==> src/rtl/ctrl_encode_def.sv <==
// ---------------------------------------------------------------------------
// ctrl_encode_def
//   Shared encodings for the CPU control path: next-PC op codes, the fetch
//   FSM state encoding, and default reset / trap PC values used as parameter
//   defaults by the fetch controller.
//   No ports (package).
// ---------------------------------------------------------------------------
package ctrl_encode_def;

    // Next-PC selection op codes driven by decode into the next-PC logic
    localparam logic [1:0] NPC_PLUS4  = 2'd0;
    localparam logic [1:0] NPC_BRANCH = 2'd1;
    localparam logic [1:0] NPC_JUMP   = 2'd2;
    localparam logic [1:0] NPC_JALR   = 2'd3;

    localparam logic [31:0] DEF_RESET_PC = 32'h0000_0000;
    localparam logic [31:0] DEF_TRAP_PC  = 32'h0000_0100;

    typedef enum logic [1:0] {
        FS_IDLE  = 2'd0,
        FS_REQ   = 2'd1,
        FS_WAIT  = 2'd2,
        FS_VALID = 2'd3
    } fetch_state_e;

endpackage

==> src/rtl/pc_fetch_ctrl_target_sel.sv <==
// ---------------------------------------------------------------------------
// pc_target_sel
//   Combinational selection of the next PC to load: redirect target has
//   priority over npc. With PC_FETCH_ALIGN_CHK_EN defined, a target whose
//   low two bits are nonzero is replaced by TRAP_PC and flagged.
//   Ports:
//     redirect_i     select redirect_pc_i over npc_i
//     redirect_pc_i  redirect target
//     npc_i          sequential / branch next PC
//     target_o       PC value to load
//     misalign_o     selected target was misaligned (always 0 without macro)
//   Macro: PC_FETCH_ALIGN_CHK_EN enables the alignment check.
// ---------------------------------------------------------------------------
module pc_target_sel
    import ctrl_encode_def::*;
#(
    parameter logic [31:0] TRAP_PC = DEF_TRAP_PC
) (
    input  logic        redirect_i,
    input  logic [31:0] redirect_pc_i,
    input  logic [31:0] npc_i,
    output logic [31:0] target_o,
    output logic        misalign_o
);

`ifdef PC_FETCH_ALIGN_CHK_EN
    localparam logic ALIGN_CHK = 1'b1;
`else
    localparam logic ALIGN_CHK = 1'b0;
`endif

    logic [31:0] raw_target;

    always_comb begin
        raw_target = redirect_i ? redirect_pc_i : npc_i;
        misalign_o = ALIGN_CHK & (|raw_target[1:0]);
        target_o   = misalign_o ? TRAP_PC : raw_target;
    end

endmodule

==> src/rtl/pc_fetch_ctrl.sv <==
// ---------------------------------------------------------------------------
// pc_fetch_ctrl
//   Owns the architectural PC and fetches one instruction at a time over a
//   req/gnt/rvalid handshake, presenting it with its PC to decode. Handles
//   stall, and redirect at any point of a fetch (including while a request
//   is in flight, via a single kill bit that drops the stale response).
//   Ports:
//     clk, rstn                 clock, async active-low reset
//     npc_i                     next PC, sampled on advance
//     stall_i                   decode not ready, hold instruction
//     redirect_i/redirect_pc_i  flush and restart at redirect target
//     imem_req_o/imem_addr_o    fetch request / address (== pc_o)
//     imem_gnt_i, imem_rvalid_i, imem_rdata_i   memory handshake
//     inst_valid_o, inst_o, pc_o                 instruction to decode
//     misalign_o                pulse when a misaligned target is replaced
//   Macro: PC_FETCH_ALIGN_CHK_EN enables the misaligned-target trap.
// ---------------------------------------------------------------------------
module pc_fetch_ctrl
    import ctrl_encode_def::*;
#(
    parameter logic [31:0] RESET_PC = DEF_RESET_PC,
    parameter logic [31:0] TRAP_PC  = DEF_TRAP_PC
) (
    input  logic        clk,
    input  logic        rstn,
    input  logic [31:0] npc_i,
    input  logic        stall_i,
    input  logic        redirect_i,
    input  logic [31:0] redirect_pc_i,
    output logic        imem_req_o,
    output logic [31:0] imem_addr_o,
    input  logic        imem_gnt_i,
    input  logic        imem_rvalid_i,
    input  logic [31:0] imem_rdata_i,
    output logic        inst_valid_o,
    output logic [31:0] inst_o,
    output logic [31:0] pc_o,
    output logic        misalign_o
);

    fetch_state_e state_q, state_d;
    logic [31:0]  pc_q, pc_d;
    logic [31:0]  inst_q, inst_d;
    logic         kill_q, kill_d;
    logic         load_pc;
    logic [31:0]  target;
    logic         target_misalign;

    pc_target_sel #(
        .TRAP_PC (TRAP_PC)
    ) u_target_sel (
        .redirect_i    (redirect_i),
        .redirect_pc_i (redirect_pc_i),
        .npc_i         (npc_i),
        .target_o      (target),
        .misalign_o    (target_misalign)
    );

    always_ff @(posedge clk or negedge rstn) begin
        if (!rstn) begin
            state_q <= FS_IDLE;
            pc_q    <= RESET_PC;
            inst_q  <= 32'h0;
            kill_q  <= 1'b0;
        end else begin
            state_q <= state_d;
            pc_q    <= pc_d;
            inst_q  <= inst_d;
            kill_q  <= kill_d;
        end
    end

    always_comb begin
        state_d      = state_q;
        pc_d         = pc_q;
        inst_d       = inst_q;
        kill_d       = kill_q;
        load_pc      = 1'b0;
        imem_req_o   = 1'b0;
        inst_valid_o = 1'b0;
        case (state_q)
            FS_IDLE: begin
                state_d = FS_REQ;
                load_pc = redirect_i;
            end
            FS_REQ: begin
                imem_req_o = 1'b1;
                if (redirect_i) begin
                    load_pc = 1'b1;
                    // granted at the old address: its response must be dropped
                    if (imem_gnt_i) begin
                        kill_d  = 1'b1;
                        state_d = FS_WAIT;
                    end
                end else if (imem_gnt_i) begin
                    state_d = FS_WAIT;
                end
            end
            FS_WAIT: begin
                if (redirect_i) begin
                    load_pc = 1'b1;
                    if (imem_rvalid_i) begin
                        kill_d  = 1'b0;
                        state_d = FS_REQ;
                    end else begin
                        kill_d = 1'b1;
                    end
                end else if (imem_rvalid_i) begin
                    kill_d = 1'b0;
                    if (kill_q) begin
                        state_d = FS_REQ;
                    end else begin
                        inst_d  = imem_rdata_i;
                        state_d = FS_VALID;
                    end
                end
            end
            FS_VALID: begin
                inst_valid_o = 1'b1;
                if (redirect_i || !stall_i) begin
                    load_pc = 1'b1;
                    state_d = FS_REQ;
                end
            end
            default: state_d = FS_IDLE;
        endcase
        if (load_pc) begin
            pc_d = target;
        end
    end

    assign imem_addr_o = pc_q;
    assign pc_o        = pc_q;
    assign inst_o      = inst_q;
    assign misalign_o  = load_pc & target_misalign;

endmodule

==> config.mk <==
export PLATFORM = sky130hd
export DESIGN_NAME = pc_fetch_ctrl
export DESIGN_NICKNAME = d
export VERILOG_FILES = /design/src/rtl/ctrl_encode_def.sv /design/src/rtl/pc_fetch_ctrl_target_sel.sv /design/src/rtl/pc_fetch_ctrl.sv
export SDC_FILE = /design/constraint.sdc
export NUM_CORES = 1
export LEC_CHECK = 0
export CORE_MARGIN = 2
export CORE_UTILIZATION = 40
export DETAILED_ROUTE_END_ITERATION = 8
export GPL_ROUTABILITY_DRIVEN = 0
export HOLD_SLACK_MARGIN = 0.06
export PLACE_DENSITY = 0.9
export SLEW_MARGIN = 25
export SYNTH_ARGS = -nofsm -noshare
export SYNTH_HDL_FRONTEND = slang
export SYNTH_SLANG_ARGS = --single-unit
==> constraint.sdc <==
create_clock -name clk -period 3.4 [get_ports clk]
set_clock_uncertainty 0.1 [all_clocks]
set_input_delay 0.51 -clock clk [delete_from_list [all_inputs] [get_ports clk]]
set_output_delay 0.51 -clock clk [all_outputs]
set_load 0.05 [all_outputs]
---- Yosys cells after proc, flatten, opt, wreduce, memory -nomap -nowiden ----
Cells that the tools add are included.
W data, S select, Z words.
cells by class
  equal/unequal tests ..................... 8
  mux-type cells .......................... 19
  reduce and logical (&&, ||, !) cells .... 8
  bitwise operators ....................... 2
operator list
  cell                  count
  $mux W32              1
  $mux W2               6
  $mux W1               9
  $ne A2 B2 Y1 const B  4
  $pmux W2 S4           1
  $reduce_and A4 Y1     2
  $eq A2 B2 Y1 const B  2
  $ne A3 B3 Y1 const B  1
  $pmux W1 S3           1
  $reduce_and A3 Y1     1
  $eq A2 B1 Y1 const B  1
  $logic_not A2 Y1      1
  $not A1 Y1            2
  $pmux W1 S2           1
  $reduce_bool A2 Y1    1
  $reduce_or A2 Y1      1
  $logic_not A1 Y1      1
  $logic_or A1 B1 Y1    1
storage, ports and cells
  flip-flop bits (word level) ............. 67
  bits of input ports ..................... 102
  logic and storage cells ................. 41

---- Logic depth before layout (Yosys ltp) ----
  depth in word-level cells ............... 4
  mapped depth ............................ 6

---- Cells and area by module ----
From an unflattened synthesis, not the netlist that was laid out.
second synthesis, totals
  cells, all modules ...................... 233
  area total of the unflattened synthesis .. 3443.3 um^2
modules (own cells, without submodules)
  module         times used  area an instance (um^2)  cells each
  pc_fetch_ctrl  1           2887.8                   195
  pc_target_sel  1           555.5                    38

---- Worst setup path before layout ----
No wires, ideal clock.
  kind .................................... flip-flop to flip-flop
  start point ............................. register state_q[1]
  end point ............................... register kill_q
  period minus slack after synthesis ...... 1963 ps
  path slack .............................. 1437 ps
  cell stages (with the launch flop) ...... 6
  data required time ...................... 3181 ps
  path buffers ............................ 0
  library setup time ...................... 119 ps
  arrival time ............................ 1744 ps
  path through ............................ dfrtp_1 -> inv_1 -> ha_1 -> mux2_2 -> a221o_1 -> o21a_1
between the ends
  word-level cells in the longest chain between the ends .. 3
  elaborated cells between the ends (all ways) .. 8
  those cells by class .................... eq/ne (5); mux (1); reduce/logical (2)
RTL lines
  item                                                   line                 RTL
  from (decl)                                            pc_fetch_ctrl.sv:41  fetch_state_e state_q, state_d;
  from (signal assigned)                                 pc_fetch_ctrl.sv:66  state_q <= state_d;
  $eq A2 B2 Y1 or $eq A2 B1 Y1 (tied branches)           pc_fetch_ctrl.sv:81  case (state_q)
  $ne A3 B3 Y1 (no source line) (tied with other cells)  n/a
  $reduce_and A4 Y1 (no source line)                     n/a
  to (signal assigned)                                   pc_fetch_ctrl.sv:69  kill_q <= kill_d;
  to (decl)                                              pc_fetch_ctrl.sv:44  logic kill_q, kill_d;
Parallel ways exist; a longest one is shown, timed or not.
A chain may end at the register's enable or synchronous reset.

---- Worst setup path in the final report ----
  start point ............................. register state_q[1]
  end point ............................... output imem_req_o
between the ends
  word-level cells in the longest chain between the ends .. 2
RTL lines
  item          line                 RTL
  $eq A2 B1 Y1  pc_fetch_ctrl.sv:81
  $mux W1       pc_fetch_ctrl.sv:81
  to (decl)     pc_fetch_ctrl.sv:30  output logic imem_req_o,
No other way between the ends.

==> results.txt <==
Clock buffers created by TritonCTS: 9
Later-pin clock latency in the skew report: 0.33 ns
Diode insertion count for antenna repair: 0
Sequential power share: 28.4%
Switch Pwr: 2.02 mW
Synth Area in Adders: 1.90%
Crit Reg-Reg Endpoint: inst_o[13]
Remaining antenna violation count after routing: 0
Mux share of post-synthesis cell area: 33.8%
Distinct cell type count of the synthesized netlist: 20
Worst setup slack for register-to-register paths: 1.44 ns
Layout area overhead: 61.0%
Part of the cycle the worst path needs: 73.7%
Met3 wire len: 838 um
RSZ-0062 raised after global routing: no
GRT Util Overall: 17.5%
Fraction of the mapped netlist area in compound gates: 1.41%
Tightest Hold Check Type: in -> async
Power density over the cells: 816 nW/um2
Clock root buffer: clkbuf_8
Final #Nets: 508
Dominant combinational cell family by area after synthesis: multiplexers
Via count: 2398
Die H: 94.8 um
CP Data Arrival Time: 1.90 ns
Uppermost layer routed: met4
Cell count of the worst reg-to-reg path: 6
Synthesized netlist net count: 338
Outcome: finished clean
Detailed-placement wirelength estimate: 6110 um
Total of flip-flops plus latches after synthesis: 67
Number of DRC violations after detailed routing: 0
Length of routed wiring on met1: 2870 um
Proportion of netlist area held by the largest area contributor: 50.9%
Ratio of routed vias to standard cells: 4.69
Maximum fanout along the worst path: 5
Post-Syn Instances: 231
Leakage power: 2.24 nW
Setup Total Neg Slack: 0 ns
Total power consumption of the routed design: 4.33 mW
Post-CTS resize count: 0
Combinational share of power: 56.6%
Port buffer count: 199
Worst setup path category: reg -> out
Register area: 1680 um2
Clock sinks: 67
Clock tree from TritonCTS: built
Wire length after detailed routing: 7930 um
XOR/XNOR Fraction of Synth Area: 0%
Number of fill cells: 630
Required time reported for the critical path endpoint: 2.79 ns
Row cnt: 33
Type of element capturing the critical path: output pin
Top cells by instance count after synthesis: dfrtp_1 (67), mux2_2 (67), buf_4 (39)
Setup bufs post-CTS: 0
Top cells by area in the synthesized netlist: dfrtp_1 (51%), mux2_2 (23%), mux2_1 (11%)
Area used by multi-input combinational logic: 1280 um2
Synthesized area per cell: 14.3 um2
Die Footprint: 8980 um2
Highest clock frequency the design can meet: 399 MHz
Routed length per instance: 15.5 um
Leading register cell type out of synthesis: dfrtp_1
Cell Area, Synth: 3290 um2
Number of primary I/O pins: 201
Wire length of the first global-routing pass: 12000 um
Core area: 8090 um2
Die extent in x: 94.8 um
Number of iterations in the first detailed-routing pass: 4
Maximum level of the CTS H-tree: 3
CP Launch Type: flop
Clock Pin Slew Worst Setup and Hold Paths: 0.08 ns
Area fraction in and, or, nand and nor cells after synthesis: 1.18%
Clock power share: 15.0%
Initial core utilization: 40.7%
Final hold violation count: 0
Number of max-slew violations in the final report: 0
Switch share: 46.6%
Setup violation total in the final timing report: 0
CTS max path bufs: 2
Synth Warn #: 0
Peak supply drop: 0.608 mV
Internal power contribution: 2.31 mW
Startpoint of the lowest-slack register-to-register path: state_q[0]
Pin count of the biggest net entering global routing: 68
Post-synth EDFFs: 0
Sequential area share after synthesis: 50.9%
Post-cts hold buffer count: 0
Overflow after GRT: 0
Max Cap Violations: 0
Post-layout min period: 2.51 ns
Worst-Margin Slew: 0.922 ns
Slew Limit Headroom: 38.5%
Library cell with the largest summed area after synthesis: dfrtp_1
Wire length on met2: 4140 um
Number of DRC markers after the initial detailed-route iteration: 29
Antenna violations before repair: 0
Ys async rst share: 100%
Layout cells sized above 1: 22.2%
Via count of the first global-routing pass: 2460
-- layout by cell type, fill, tap and decap left out, types with 2 or more instances in the layout --
master,count
ha_1,5
inv_6,2
clkinv_2,2
nand2_1,2
clkbuf_8,9
clkdlybuf4s50_1,197
inv_1,4
dfrtp_1,67
mux2_1,31
mux2_2,67
buf_2,2
buf_4,3
-- critical path, cell delays in order, from the launching register on --
cell,delay [ns]
dfrtp_1,0.42
inv_1,0.10
ha_1,0.22
clkdlybuf4s50_1,0.83
-- registers in the layout, summed over array words and instances (netlist names) --
signal / flops
state_q: 2
inst_o: 32
imem_addr_o: 32
kill_q: 1
-- layout make-up --
class | count | share of cell area [%]
clock buffers | 9 | 2.34
clock inverters | 7 | 1.39
inverters | 4 | 0.283
multi-input cells | 117 | 24.1
flip-flops and latches | 67 | 31.6
well taps | 105 | 2.48
repair buffers | 202 | 37.8
-- kinds of logic (layout without fill, tap and decap cells) --
| family | after synthesis | after routing |
|---|---|---|
| buf+inv | 47 | 222 |
| simple gates | 6 | 6 |
| fa+ha+maj | 5 | 5 |
| mux | 99 | 99 |
| other cells | 1 | 1 |
| flops | 67 | 67 |
| compound gates | 6 | 6 |
-- metrics by stage --
step	util (%)	std cells	hold WS, ns	instance area, um2	worst slack [ns]
after CTS	65.5	511	0.282	5300	0.868
after detailed placement	63.1	495	0.377	5110	1.12
after global placement	63.1	495	0.373	5110	1.19
final	65.5	511	0.246	5300	0.895
after global routing	65.5	511	0.293	5300	0.793
after floorplan	-	231	0.114	3290	1.44
-- layer usage --
metal  vias to the layer above  global-route usage (%)
met5                         -                       0
met1                      1160                    19.2
met4                         0                    5.80
met2                       119                    30.9
met3                         8                    6.86
li1                       1111                       -
-- power by group through the flow --
stage               combinational [mW]  sequential, mW  clock [mW]
CTS                               2.47            1.23       0.674
global route                      2.55            1.27       0.716
detailed placement                2.46            1.25           0
finish                            2.45            1.23       0.648
floorplan                        0.811            2.09           0
global placement                  2.43            1.23           0
-- worst max-delay path by stage --
stage	start	to	slack, ns	cells past startpoint
after floorplan	state_q[1]	kill_q	1.44	5
after global placement	imem_rvalid_i	inst_o[19]	1.19	5
after detailed placement	imem_rvalid_i	inst_o[17]	1.12	5
after CTS	state_q[1]	imem_req_o	0.87	3
after global routing	state_q[1]	imem_req_o	0.79	3
final	state_q[1]	imem_req_o	0.89	3
No activity file was read; power rests on OpenSTA's default activity.
==> RTL change 1, RTL diff (same settings) <==
Build with the macro `PC_FETCH_ALIGN_CHK_EN` defined.
--- a/src/rtl/pc_fetch_ctrl_target_sel.sv
+++ b/src/rtl/pc_fetch_ctrl_target_sel.sv
@@ -11,6 +11,8 @@
 //     misalign_o     selected target was misaligned (always 0 without macro)
 //   Macro: PC_FETCH_ALIGN_CHK_EN enables the alignment check.
 // ---------------------------------------------------------------------------
+`define PC_FETCH_ALIGN_CHK_EN
+
 module pc_target_sel
     import ctrl_encode_def::*;
 #(
Formal check against the unedited RTL: not equivalent (a bounded check fails within 4 cycles, from zero or initial values and one cycle with rstn low).
==> RTL change 1 against the original RTL <==
  * Power is 17% lower
  * Count of clock-buffer cells in the layout grew 1
  * Sequential cell count is the same
  * Area after synthesis is 2.7% higher
  * Cell area is 2.6% higher
  * Setup slack worse by 0.23 ns
  * Non-clock buffer count increased by 5
  * Wire length grew 12%
  * Largest cell class unchanged
  * Highest routed layer unchanged
==> RTL change 1: results (changes against the original RTL) <==
----------------------------------------------------
[Run status]
  Run status ... finished, final reports clean (unchanged)

[Logic synthesis]
  Proportion of synthesized chip area in sequential cells ... 0.496 (was 0.509)
  Warning count from the yosys run ... 0 (unchanged)
  Most common flop cell mapped by yosys ... dfrtp_1 (unchanged)
  Number of distinct library cell variants in the gate-level netlist after synthesis ... 28 (was 20)
  Number of nets in the synthesized netlist ... 377 (was 338)
  Ys async rst share ... 1.00 (unchanged)
  Dominant cells by area after synthesis ... dfrtp_1, mux2_1, buf_4, o2bb2ai_1, o21ai_1 (was dfrtp_1, mux2_2, mux2_1, buf_4, ha_1)
  Top cells by instance count after synthesis ... dfrtp_1, mux2_1, buf_4, o21ai_1, o2bb2ai_1 (was dfrtp_1, mux2_2, buf_4, mux2_1, ha_1)

[Global routing]
  Number of global-route vias before repair ... 2827 (was 2460)
  Antenna violations before repair ... 0 (unchanged)
  First-pass GRT wire length ... 13600 um (was 12000 um)
  Overall fraction of global-route tracks in use ... 0.194 (was 0.175)
  Pin count of the biggest net entering global routing ... 68 (unchanged)

[Placement]
  Final HPWL from detailed placement ... 6770 um (was 6110 um)
  Total of buffers placed on input and output ports ... 200 (was 199)

[Final layout]
  Layout net count ... 544 (was 508)
  N_diodes ... 0 (unchanged)
  Share of layout cells above drive strength 1 ... 0.0656 (was 0.222)
  Count of filler cells inserted in the layout ... 606 (was 630)

[Critical path]
  Crit path largest cell delay ... 0.55 ns (was 0.83 ns)
  Largest fanout on the critical path ... 32 (was 5)
  Max stage delay cell, worst path ... nor2_4 (was clkdlybuf4s50_1)
  CP Data Arrival Time ... 2.12 ns (was 1.90 ns)

[Clocking]
  Count of cells resized by post-cts repair ... 0 (unchanged)
  Buffers from clock root to sink, at most ... 2 (unchanged)
  Number of buffers created by CTS ... 9 (unchanged)
  Clock insertion delay at the later pin of the skew report ... 0.33 ns (about the same)
  Clk pin slew, worst setup/hold paths ... 0.08 ns (about the same)
  Clock root cell ... clkbuf_8 (unchanged)
  Depth of the CTS H-tree ... 3 (unchanged)

[Detailed routing]
  Violation count after the first detailed-routing iteration ... 41 (was 29)
  Router iterations before antenna repair ... 4 (unchanged)
  Vias ... 2723 (was 2398)
  Wire length reported by the detailed router ... 8850 um (was 7930 um)

[Power and ir drop]
  Leak Pwr ... 0.00229 uW (was 0.00224 uW)
  Worst VDD drop ... 0.664 mV (was 0.608 mV)

[STA]
  Fin. max-slew vios ... 0 (unchanged)
  Max_slew headroom ... 0.490 (was 0.385)

[Min path]
  Hold WC Path Type ... reg2reg (was in2async)

----------------------------------------------------
-- RTL change 1: changes by cell type in the layout (fill, tap and decap cells not counted), moves of 2 or more --
| cell | delta |
|---|---|
| o21ai_1 | +30 |
| mux2_2 | -67 |
| o2bb2ai_1 | +29 |
| o32a_1 | +2 |
| mux2_1 | +30 |
| inv_6 | -2 |
| buf_4 | +3 |
| mux2i_1 | +2 |
| and2_1 | +2 |
| nor2_1 | +2 |
-- RTL change 1: worst paths after layout --
path,from,end,slack (ns),cells past startpoint
hold / removal,inst_o[20],inst_o[20],0.39,1
max in group asynchronous,rstn,imem_addr_o[28],2.06,3
setup / recovery,state_q[0],misalign_o,0.67,5
min in group asynchronous,rstn,inst_o[17],0.48,2
setup reg to reg,state_q[0],inst_o[7],1.38,6
hold reg to reg,inst_o[20],inst_o[20],0.39,1
-- RTL change 1: power by group --
part	total [uW]	switching [uW]	internal (uW)
Clock	718	304	414
Combinational	1760	1110	650
Sequential	1100	117	986
-- RTL change 1: layer usage --
metal	wire length (um)	GRT usage
met5	0	0
met4	138	0.0714
met3	834	0.0564
met2	4440	0.346
met1	3440	0.220
-- RTL change 1: final cells by class --
cell class | instances | area [um2] | area share
repair buffers | 207 | 2060 | 0.378
clock inverters | 6 | 90.1 | 0.0166
multi-input cells | 149 | 1350 | 0.247
flip-flops and latches | 67 | 1680 | 0.308
inverters | 3 | 11.3 | 0.00207
clock buffers | 10 | 128 | 0.0235
well taps | 105 | 131 | 0.0241
-- RTL change 1: critical path, delay by kind of cell, from the launching register on --
family | cells | cell delay (ns)
fa+ha+maj | 1 | 0.25
flops | 1 | 0.43
simple gates | 3 | 0.91
buf+inv | 1 | 0.20
-- RTL change 1: logic make-up (layout without fill, tap and decap cells) --
logic type,count (synthesis),after routing,synth area share
simple gates,14,14,0.0240
buf+inv,54,226,0.111
compound gates,66,66,0.139
mux,64,64,0.212
fa+ha+maj,5,5,0.0185
flops,67,67,0.496
-- RTL change 1: what timing repair did --
item                      4_1_cts  5_1_grt
buffers inserted                0        0
hold buffers                    1        0
hold endpoints to repair       10        0
-- RTL change 1: through the flow --
| step | setup slack [ns] | cells | hold slack (ns) | instance area [um2] | total power [uW] |
|---|---|---|---|---|---|
| global route | 0.527 | 547 | 0.413 | 5440 | 3750 |
| detailed placement | 0.771 | 530 | 0.298 | 5210 | 2890 |
| floorplan | 0.793 | 270 | 0.114 | 3380 | 2260 |
| finish | 0.666 | 547 | 0.386 | 5440 | 3590 |
| global placement | 0.364 | 530 | 0.293 | 5210 | 2840 |
| CTS | 0.621 | 547 | 0.392 | 5440 | 3630 |
==> RTL change 2, RTL diff (config.mk and constraints unchanged) <==
Without the edit above. Encoding of `fetch_state_e`: now one-hot (4 bits for 4 states).
--- a/src/rtl/ctrl_encode_def.sv
+++ b/src/rtl/ctrl_encode_def.sv
@@ -16,11 +16,11 @@
     localparam logic [31:0] DEF_RESET_PC = 32'h0000_0000;
     localparam logic [31:0] DEF_TRAP_PC  = 32'h0000_0100;
 
-    typedef enum logic [1:0] {
-        FS_IDLE  = 2'd0,
-        FS_REQ   = 2'd1,
-        FS_WAIT  = 2'd2,
-        FS_VALID = 2'd3
+    typedef enum logic [3:0] {
+        FS_IDLE  = 4'b0001,
+        FS_REQ   = 4'b0010,
+        FS_WAIT  = 4'b0100,
+        FS_VALID = 4'b1000
     } fetch_state_e;
 
 endpackage
Function: no difference found for any inputs over 10 cycles, from zero or initial values and one cycle with rstn low; not proved beyond that.
==> RTL change 2 against the original RTL <==
  * Die area grew 1.9%
  * Cell area rose by 1.2%
  * Sequential cell count up 2
  * Wire length rose by 8.7%
  * Count of clock-buffer cells in the layout increased by 2
  * Area after synthesis up 1.9%
  * Synthesized cell count rose by 5.6%
  * Power up 34%
  * Setup slack lost 0.22 ns
==> RTL change 2: results (changes against the original RTL) <==
----------------------------------------------------
[Final layout]
  Share of layout cells above drive strength 1 ... 0.282 (was 0.222)
  Number of non-filler instances in the completed layout ... 523 (was 511)
  N_diodes ... 0 (unchanged)

[Critical path]
  R2r setup slk ... 1.31 ns (was 1.44 ns)
  Largest fanout on the critical path ... 10 (was 5)
  R2R depth ... 5 (was 6)
  Worst flop-to-flop path startpoint ... state_q[0] (unchanged)
  Capture instance of the worst register-to-register path ... imem_addr_o[22] (was inst_o[13])
  Crit path largest cell delay ... 0.81 ns (was 0.83 ns)
  CP Data Arrival Time ... 2.11 ns (was 1.90 ns)

[Logic synthesis]
  Cell count after synthesis ... 244 (was 231)
  Number of nets in the synthesized netlist ... 346 (was 338)
  Proportion of synthesized chip area in sequential cells ... 0.515 (was 0.509)
  Dominant cells by area after synthesis ... dfrtp_1, mux2_2, buf_4, buf_2, buf_6 (was dfrtp_1, mux2_2, mux2_1, buf_4, ha_1)
  Top cells by instance count after synthesis ... mux2_2, dfrtp_1, buf_4, buf_2, nor2_1 (was dfrtp_1, mux2_2, buf_4, mux2_1, ha_1)
  Number of distinct library cell variants in the gate-level netlist after synthesis ... 28 (was 20)

[STA]
  Worst hold slack ... 0.158 ns (was 0.246 ns)
  Actual slew at the worst max-slew pin ... 0.788 ns (was 0.922 ns)

[Detailed routing]
  Violation count after the first detailed-routing iteration ... 43 (was 29)
  Wire length reported by the detailed router ... 8620 um (was 7930 um)
  Vias ... 2533 (was 2398)

[Clocking]
  Depth of the CTS H-tree ... 3 (unchanged)
  Count of cells resized by post-cts repair ... 0 (unchanged)
  Buffers from clock root to sink, at most ... 2 (unchanged)

[Power and ir drop]
  P_int ... 2820 uW (was 2310 uW)
  Worst VDD drop ... 0.749 mV (was 0.608 mV)
  Leak Pwr ... 0.00227 uW (was 0.00224 uW)

[Global routing]
  Pin count of the biggest net entering global routing ... 37 (was 68)
  First-pass GRT wire length ... 13000 um (was 12000 um)
  Number of global-route vias before repair ... 2638 (was 2460)
  Overall fraction of global-route tracks in use ... 0.187 (was 0.175)
  Antenna violations before repair ... 0 (unchanged)

[Placement]
  Count of placed standard cells including taps ... 507 (was 495)
  Worst setup timing slack at the placement stage ... 1.05 ns (was 1.12 ns)
  Cell area reported after detailed placement ... 5190 um2 (was 5110 um2)
  Final HPWL from detailed placement ... 6700 um (was 6110 um)

[Run status]
  Run status ... finished, final reports clean (unchanged)

----------------------------------------------------
==> RTL change 2: metal layers <==
layer | share of wire | GRT usage
met1 | 0.38 | 0.206
met2 | 0.51 | 0.337
met3 | 0.096 | 0.0561
met4 | 0.017 | 0.0702
met5 | 0 | 0
==> RTL change 2: how the worst max path moves through the flow <==
stage / endpoint / slack, ns / start
finish: imem_req_o / 0.68 / state_q[1]
CTS: imem_req_o / 0.67 / state_q[1]
global route: imem_req_o / 0.59 / state_q[1]
detailed placement: imem_addr_o[19] / 1.05 / stall_i
global placement: imem_addr_o[22] / 1.10 / stall_i
floorplan: state_q[1] / 1.13 / state_q[2]
==> RTL change 2: power by group through the flow <==
stage | clock, uW | combinational, uW | sequential, uW
6_report | 595 | 3740 | 1450
5_1_grt | 654 | 3880 | 1500
4_1_cts | 617 | 3760 | 1450
3_5_place_dp | 0 | 3760 | 1460
3_3_place_gp | 0 | 3700 | 1440
2_1_floorplan | 0 | 1650 | 2530
==> RTL change 2: kinds of logic after synthesis <==
logic type,after synthesis,share of synthesized area
flip-flops,69,0.515
multiplexers,98,0.328
AND/OR/NAND/NOR,19,0.0302
buffers and inverters,46,0.0976
AO/OA/AOI/OAI,10,0.0261
other,1,0.00112
XOR/XNOR,1,0.00261
==> RTL change 2: final cells by class <==
type | instances | area (um2)
fillers | 591 | 2810
repair buffers | 203 | 2020
flip-flops and latches | 69 | 1730
multi-input cells | 129 | 1300
clock buffers | 11 | 141
well taps | 105 | 131
clock inverters | 5 | 36.3
inverters | 1 | 3.75
